[src/rtl/dot_bias_pipe.sv]
// Pipelined signed fixed-point dot product plus bias with round/saturate
// and a credit-counted FWFT output FIFO so downstream stalls never drop results.
module dot_bias_pipe #(
    parameter int N_TERMS    = 4,
    parameter int DATA_W     = 16,
    parameter int FRAC_W     = 8,
    parameter int OUT_W      = 16,
    parameter int FIFO_DEPTH = 8
) (
    input  logic                        clock,
    input  logic                        reset,
    input  logic                        ivalid,
    output logic                        oready,
    input  logic [N_TERMS*DATA_W-1:0]   datain_a,
    input  logic [N_TERMS*DATA_W-1:0]   datain_b,
    input  logic [DATA_W-1:0]           datain_c,
    output logic                        ovalid,
    input  logic                        iready,
    output logic [OUT_W-1:0]            dataout,
    output logic                        osat
);
    localparam int LVLS  = $clog2(N_TERMS);
    localparam int LAT   = 4 + LVLS;
    localparam int SUM_W = 2 * DATA_W + LVLS + 2;
    localparam int ACC_W = (SUM_W > OUT_W + FRAC_W + 1) ? SUM_W : OUT_W + FRAC_W + 1;
    localparam int RND_W = ACC_W - FRAC_W;
    localparam int PTR_W = (FIFO_DEPTH > 1) ? $clog2(FIFO_DEPTH) : 1;
    localparam int CNT_W = $clog2(FIFO_DEPTH + 1);

    localparam logic signed [RND_W-1:0] SAT_MAX = {{(RND_W - OUT_W + 1){1'b0}}, {(OUT_W - 1){1'b1}}};
    localparam logic signed [RND_W-1:0] SAT_MIN = ~SAT_MAX;

    logic accept;
    logic pop;
    logic push;

    logic signed [DATA_W-1:0] a_reg    [N_TERMS];
    logic signed [DATA_W-1:0] b_reg    [N_TERMS];
    logic signed [DATA_W-1:0] c_reg    [LVLS+2];
    logic signed [ACC_W-1:0]  tree_reg [LVLS+1][N_TERMS];
    logic signed [ACC_W-1:0]  bias_reg;
    logic signed [ACC_W-1:0]  rnd_sum;
    logic signed [RND_W-1:0]  rnd_val;
    logic [OUT_W-1:0]         res_next;
    logic                     sat_next;
    logic [OUT_W-1:0]         res_reg;
    logic                     sat_reg;
    logic [LAT-1:0]           valid_reg;

    logic [OUT_W:0]           fifo_mem [FIFO_DEPTH];
    logic [OUT_W:0]           fifo_head;
    logic [PTR_W-1:0]         wr_ptr_reg;
    logic [PTR_W-1:0]         rd_ptr_reg;
    logic [CNT_W-1:0]         fifo_cnt_reg;
    logic [CNT_W-1:0]         cnt_reg;

    function automatic int lane_idx(input int x);
        return (x < N_TERMS) ? x : N_TERMS - 1;
    endfunction

    assign oready = (cnt_reg < CNT_W'(FIFO_DEPTH)) && !reset;
    assign accept = ivalid && oready;
    assign ovalid = (fifo_cnt_reg != '0);
    assign pop    = ovalid && iready;
    assign push   = valid_reg[LAT-1];

    // One valid bit per stage; the data path itself never stalls.
    always_ff @(posedge clock) begin
        if (reset) begin
            valid_reg <= '0;
        end else begin
            valid_reg <= {valid_reg[LAT-2:0], accept};
        end
    end

    // Inputs are captured only on accept so idle-bus garbage never enters the datapath.
    always_ff @(posedge clock) begin
        if (accept) begin
            c_reg[0] <= datain_c;
        end
    end

    genvar gi;
    generate
        for (gi = 0; gi < N_TERMS; gi++) begin : g_lane
            always_ff @(posedge clock) begin
                if (accept) begin
                    a_reg[gi] <= datain_a[gi*DATA_W +: DATA_W];
                    b_reg[gi] <= datain_b[gi*DATA_W +: DATA_W];
                end
                tree_reg[0][gi] <= ACC_W'(a_reg[gi]) * ACC_W'(b_reg[gi]);
            end
        end

        always_ff @(posedge clock) begin
            c_reg[1] <= c_reg[0];
        end

        // Binary adder tree; an odd trailing node is passed through unchanged.
        for (gi = 1; gi <= LVLS; gi++) begin : g_lvl
            localparam int PREV = (N_TERMS + (1 << (gi - 1)) - 1) >> (gi - 1);
            always_ff @(posedge clock) begin
                for (int j = 0; j < N_TERMS; j++) begin
                    if (2 * j + 1 < PREV) begin
                        tree_reg[gi][j] <= tree_reg[gi-1][lane_idx(2*j)] + tree_reg[gi-1][lane_idx(2*j+1)];
                    end else if (2 * j < PREV) begin
                        tree_reg[gi][j] <= tree_reg[gi-1][lane_idx(2*j)];
                    end else begin
                        tree_reg[gi][j] <= '0;
                    end
                end
                c_reg[gi+1] <= c_reg[gi];
            end
        end
    endgenerate

    // Bias is shifted up to the 2*FRAC_W scale of the products.
    always_ff @(posedge clock) begin
        bias_reg <= tree_reg[LVLS][0] + (ACC_W'(c_reg[LVLS+1]) <<< FRAC_W);
    end

    always_comb begin
        rnd_sum  = bias_reg + (ACC_W'(1) <<< (FRAC_W - 1));
        rnd_val  = rnd_sum[ACC_W-1:FRAC_W];
        res_next = rnd_val[OUT_W-1:0];
        sat_next = 1'b0;
        if (rnd_val > SAT_MAX) begin
            res_next = SAT_MAX[OUT_W-1:0];
            sat_next = 1'b1;
        end else if (rnd_val < SAT_MIN) begin
            res_next = SAT_MIN[OUT_W-1:0];
            sat_next = 1'b1;
        end
    end

    always_ff @(posedge clock) begin
        res_reg <= res_next;
        sat_reg <= sat_next;
    end

    always_ff @(posedge clock) begin
        if (push) begin
            fifo_mem[wr_ptr_reg] <= {sat_reg, res_reg};
        end
    end

    always_ff @(posedge clock) begin
        if (reset) begin
            wr_ptr_reg   <= '0;
            rd_ptr_reg   <= '0;
            fifo_cnt_reg <= '0;
            cnt_reg      <= '0;
        end else begin
            if (push) begin
                wr_ptr_reg <= (wr_ptr_reg == PTR_W'(FIFO_DEPTH - 1)) ? '0 : wr_ptr_reg + 1'b1;
            end
            if (pop) begin
                rd_ptr_reg <= (rd_ptr_reg == PTR_W'(FIFO_DEPTH - 1)) ? '0 : rd_ptr_reg + 1'b1;
            end
            case ({push, pop})
                2'b10:   fifo_cnt_reg <= fifo_cnt_reg + CNT_W'(1);
                2'b01:   fifo_cnt_reg <= fifo_cnt_reg - CNT_W'(1);
                default: fifo_cnt_reg <= fifo_cnt_reg;
            endcase
            // Credits cover every beat between acceptance and pop, so the FIFO cannot overflow.
            case ({accept, pop})
                2'b10:   cnt_reg <= cnt_reg + CNT_W'(1);
                2'b01:   cnt_reg <= cnt_reg - CNT_W'(1);
                default: cnt_reg <= cnt_reg;
            endcase
        end
    end

    assign fifo_head = fifo_mem[rd_ptr_reg];
    assign dataout   = ovalid ? fifo_head[OUT_W-1:0] : '0;
    assign osat      = ovalid ? fifo_head[OUT_W] : 1'b0;

endmodule

[config.mk]
export PLATFORM = sky130hd
export DESIGN_NAME = dot_bias_pipe
export DESIGN_NICKNAME = d
export VERILOG_FILES = /design/src/rtl/dot_bias_pipe.sv
export SDC_FILE = /design/constraint.sdc
export NUM_CORES = 2
export LEC_CHECK = 0
export CAP_MARGIN = 30
export CORE_MARGIN = 1.5
export CORE_UTILIZATION = 35
export CTS_BUF_LIST = sky130_fd_sc_hd__clkbuf_8
export CTS_CLUSTER_DIAMETER = 60
export DETAILED_ROUTE_END_ITERATION = 16
export GPL_TIMING_DRIVEN = 0
export PLACE_DENSITY_LB_ADDON = 0.3
export SLEW_MARGIN = 20
export SYNTH_ARGS = -nofsm -noshare
export SYNTH_HDL_FRONTEND = slang
export SYNTH_SLANG_ARGS = --single-unit
[constraint.sdc]
create_clock -name clock -period 11.7 [get_ports clock]
set_clock_uncertainty 0.1 [all_clocks]
set_input_delay 2.34 -clock clock [delete_from_list [all_inputs] [get_ports clock]]
set_output_delay 2.34 -clock clock [all_outputs]
set_load 0.03 [all_outputs]
# --- Word-level counts from Yosys, hierarchy flattened ---
# Memory sizes are Yosys's and may differ from the RTL's. A register that Yosys moved wholly into a read port is not among the register bits.
# Cells that the tools add are included.
totals:
  reg_bits: 73
  ramBits: 760
  inputBits: 148
  out_inout_bits: 19
  wordCells: 58
  n_memories: 5
mem_list:
  columns: ["name", "depth", "width", "read_ports", "rd_ports_with_merged_regs", "write_ports", "line_no", "rtl"]
  rows:
  - ["tree_reg", 3, 144, 3, 0, 3, "40", "logic signed [ACC_W-1:0] tree_reg [LVLS+1][N_TERMS];"]
  - ["fifo_mem", 8, 17, 1, 1, 1, "50", "logic [OUT_W:0] fifo_mem [FIFO_DEPTH];"]
  - ["a_reg", 4, 16, 4, 0, 4, "37", "logic signed [DATA_W-1:0] a_reg [N_TERMS];"]
  - ["b_reg", 4, 16, 4, 0, 4, "38", "logic signed [DATA_W-1:0] b_reg [N_TERMS];"]
  - ["c_reg", 4, 16, 4, 0, 4, "39", "logic signed [DATA_W-1:0] c_reg [LVLS+2];"]
op_classes:
  addsub: 11
  mul: 4
  order_cmp: 3
  eq_ne: 6
  n_mux: 14
  n_reduce_logical: 7
op_table:
  columns: ["cell", "count"]
  rows:
  - ["16-bit by 16-bit multiplier with 32-bit output", 4]
  - ["36-bit adder", 3]
  - ["36-bit by 24-bit adder with 36-bit output", 1]
  - ["36-bit by 9-bit adder with 36-bit output (second input constant)", 1]
  - ["16-bit two-way mux", 2]
  - ["28-bit by 16-bit > comparator with 1-bit output (second input constant)", 1]
  - ["28-bit by 16-bit < comparator with 1-bit output (second input constant)", 1]
  - ["4-bit one-hot mux with 2 select lines", 2]
  - ["3-bit two-way mux", 4]
  - ["4-bit by 1-bit adder with 4-bit output (second input constant)", 2]
  - ["4-bit by 1-bit subtractor with 4-bit output (second input constant)", 2]
  - ["3-bit by 1-bit adder with 3-bit output (second input constant)", 2]
  - ["3-bit == test (second input constant)", 2]
  - ["1-bit two-way mux", 6]
  - ["2-bit by 1-bit == test with 1-bit output (second input constant)", 2]
  - ["2-bit == test (second input constant)", 2]
  - ["4-bit < comparator (second input constant)", 1]
  - ["2-bit nonzero test", 2]
  - ["4-bit nonzero test", 1]
  - ["1-bit logical AND", 3]
  - ["1-bit logical NOT", 1]

# --- Longest topological paths before layout ---
depth:
  word_depth: 5
  ltp_mapped: 25

# --- Least setup slack after synthesis ---
# OpenSTA, ideal clock, no wires.
synth_path:
  kind: "input to register"
  from: "input port reset"
  to: "memory a_reg[0][0] (enable)"
  setup_time_ns: 0.496
  t_arrival_ns: 5.774
  setup_slack_ns: 5.330
  stages: 3
  path_buffers: 0
  cell_sequence: "nor2_1 -> nand2_1 -> inv_1"
synth_lines:
  columns: ["item", "line_no", "rtl"]
  rows:
  - ["start: declaration", "11", "input logic reset,"]
  - ["end: declaration", "37", null]

==> results.txt <==
drt pass-1 iters: 6
syn nets: 7645
clk sinks: 626
Die X: 425 um
Crit Path Max Fanout: 10
area leader, netlist: fa_1
max reg flops: 229
share of the synthesized area in the top cell type: 33.9%
post-DP HPWL: 127 mm
Setup crit end kind: flop
drt wl/cell: 17.6 um
first-pass GRT wire length: 249 mm
Starting DRT DRC Count: 2184
async set-reset flop share out of synthesis: 0%
final net count: 7938
min cycle time layout: 7780 ps
Die H: 425 um
Setup TNS Final: 0 ps
io pins: 167
Post-DRT Antenna Nets: 0
class of the worst hold path: flop to flop
routability cong.: 0.932
synthesis-stage register bit count: 626
Fmax: 129 MHz
Max-slew headroom: 37.5%
Final Setup Violations: 0
hold buffers post-CTS: 0
top cells by area in the synthesized netlist: fa_1, edfxtp_1, dfxtp_1
Setup CP Type: flop to flop
startpoint types: flop
largest buffer count on any clock path: 3
Row Count: 154
Post-synth top flop: dfxtp_1
status: complete, no violations
Critical Path RT: 12250 ps
Worst Tran Pin Value: 928 ps
Setup Buffers After CTS: 0
share of post-route cells with drive strength above 1: 4.21%
initial antenna violation count: 7
via-per-instance ratio: 4.75
Yosys warnings: 0
fin. max-slew vios: 0
max_cap viols: 0
critical path arrival: 8330 ps
count of different cell masters after synthesis: 76
Routed WL: 153 mm
core area: 176000 um^2
Total GRT Usage: 17.7%
CTS tree: yes
vias in the first global route: 45222
DR DRC count: 0
unrepaired setup endpoints after global routing: false
sequential share of the synthesized area: 24.6%
fin crit share: 66.5%
Clock Latency Late Sink: 830 ps
largest net degree at the start of global routing: 56
CTS clk-pin slew, worst paths: 70 ps
CTS Buf Count: 110
Netlist Area Pre-Place: 62300 um^2
total gr overflow: 0
total vias in the final route: 41375
die area: 180000 um^2
Port Buf Inserts: 166
P&R area growth vs syn: 11.7%
# resized after CTS: 0
CTS Root Cell: clkbuf_8
final hold violations: 0
htree depth: 3
Mapped Cells: 5980
number of enable flip-flop cells after synthesis: 280
starting density of the core: 35.3%
syn_area_per_cell: 10.4 um^2
## layer usage
metal  vias to the layer above  wire length (um)  global-route usage [%]
li1                      19239                 -                       -
met1                     21037             66300                    23.0
met2                       871             74500                    30.1
met3                       224              6680                    2.46
met4                         4              5860                    6.56
met5                         -                32                       0
## worst max-delay path: stages, from the launching register on
cell and delay, ps:
edfxtp_1 540, clkbuf_1 480, nand2_1 190, inv_1 160, fa_1 560, fa_1 920, fa_1 530, fa_1 510
fa_1 490, inv_1 50, fa_1 470, inv_1 40, ha_1 260, clkbuf_1 280, nand3_1 120, nor2_1 300
o21ai_0 140, a21o_1 230, a31oi_1 290, o41ai_2 130, o21bai_1 150, a21oi_1 90, xnor2_1 570
## cells in the final DEF, fill, tap and decap left out, drive strengths merged, types with 24 or more instances in the layout
cell / instances
clkdlybuf4s50: 166
and2: 498
clkbuf: 268
o21a: 49
buf: 24
mux4: 34
xnor2: 198
a21oi: 182
nand2b: 54
clkinv: 43
a21o: 94
fa: 1053
nor2b: 25
xor2: 65
ha: 464
nor3: 41
nand2: 588
nand3: 43
edfxtp: 280
dfxtp: 346
nor2: 227
inv: 1226
o21ai: 114
o21bai: 27
a211oi: 27
## stage by stage
stage | util (%) | setup WS (ps) | cells | cell area (um^2) | hold slack [ps]
floorplan | - | 5330 | 5980 | 62300 | 210
global placement | 37.9 | 3200 | 8486 | 66800 | 214
detailed placement | 38.0 | 4020 | 8498 | 67100 | 212
CTS | 39.4 | 4020 | 8705 | 69500 | 225
global route | 39.4 | 3510 | 8709 | 69500 | 229
finish | 39.4 | 3920 | 8709 | 69500 | 221
## synthesized netlist by cell type (5+ instances only)
master	n
a31oi_1	21
and2_1	498
mux2i_1	21
o21a_1	49
o21bai_1	27
o31a_1	6
ha_1	464
mux4_2	34
o31ai_1	16
nand3_1	43
nor3_1	41
a211oi_1	27
nand4_1	19
or2_2	9
and4_1	6
dfxtp_1	346
inv_1	1199
clkbuf_1	143
fa_1	1053
or3_1	10
edfxtp_1	280
nor2_1	224
nor4_1	6
o211ai_1	11
and3_1	13
a21o_1	94
xnor2_1	198
nand2b_1	54
a21oi_1	178
nor2b_1	25
xor2_1	65
nand2_1	588
a21boi_0	5
buf_1	6
a211o_1	7
o21ai_0	105
o21ai_1	9
## final timing paths
path / endpoint / cells after the start / startpoint / slack [ps]
setup reg to reg: tree_reg[0][71]$_DFF_P_ / 22 / a_reg[2][15]$_DFFE_PP_ / 3920
hold reg to reg: c_reg[3][10]$_DFF_P_ / 0 / c_reg[2][10]$_DFF_P_ / 220
hold / removal: c_reg[3][10]$_DFF_P_ / 0 / c_reg[2][10]$_DFF_P_ / 220
setup / recovery: tree_reg[0][71]$_DFF_P_ / 22 / a_reg[2][15]$_DFFE_PP_ / 3920
## final cells by class
| class | instances | area (um^2) |
|---|---|---|
| inverter | 1200 | 4510 |
| buffer | 153 | 579 |
| multi-input combinational | 4001 | 41900 |
| clock inverter | 83 | 746 |
| clock buffer | 124 | 1710 |
| antenna | 1 | 2.50 |
| fill | 17500 | 107000 |
| sequential | 626 | 15300 |
| tap | 2340 | 2930 |
| timing repair buffer | 181 | 1870 |
## cells by family after synthesis
kind of cell	synth area share, %
AOI/OAI and AO/OA	6.47
xor gates and xnor gates	3.70
adders and majority gates	43.2
buffers and inverters	8.17
DFF	24.6
muxes	1.59
and+or+nand+nor	12.3
Power is left out: the tool's default activity adds up to more than one toggle a clock period on the data nets, which glitch-free logic cannot reach.
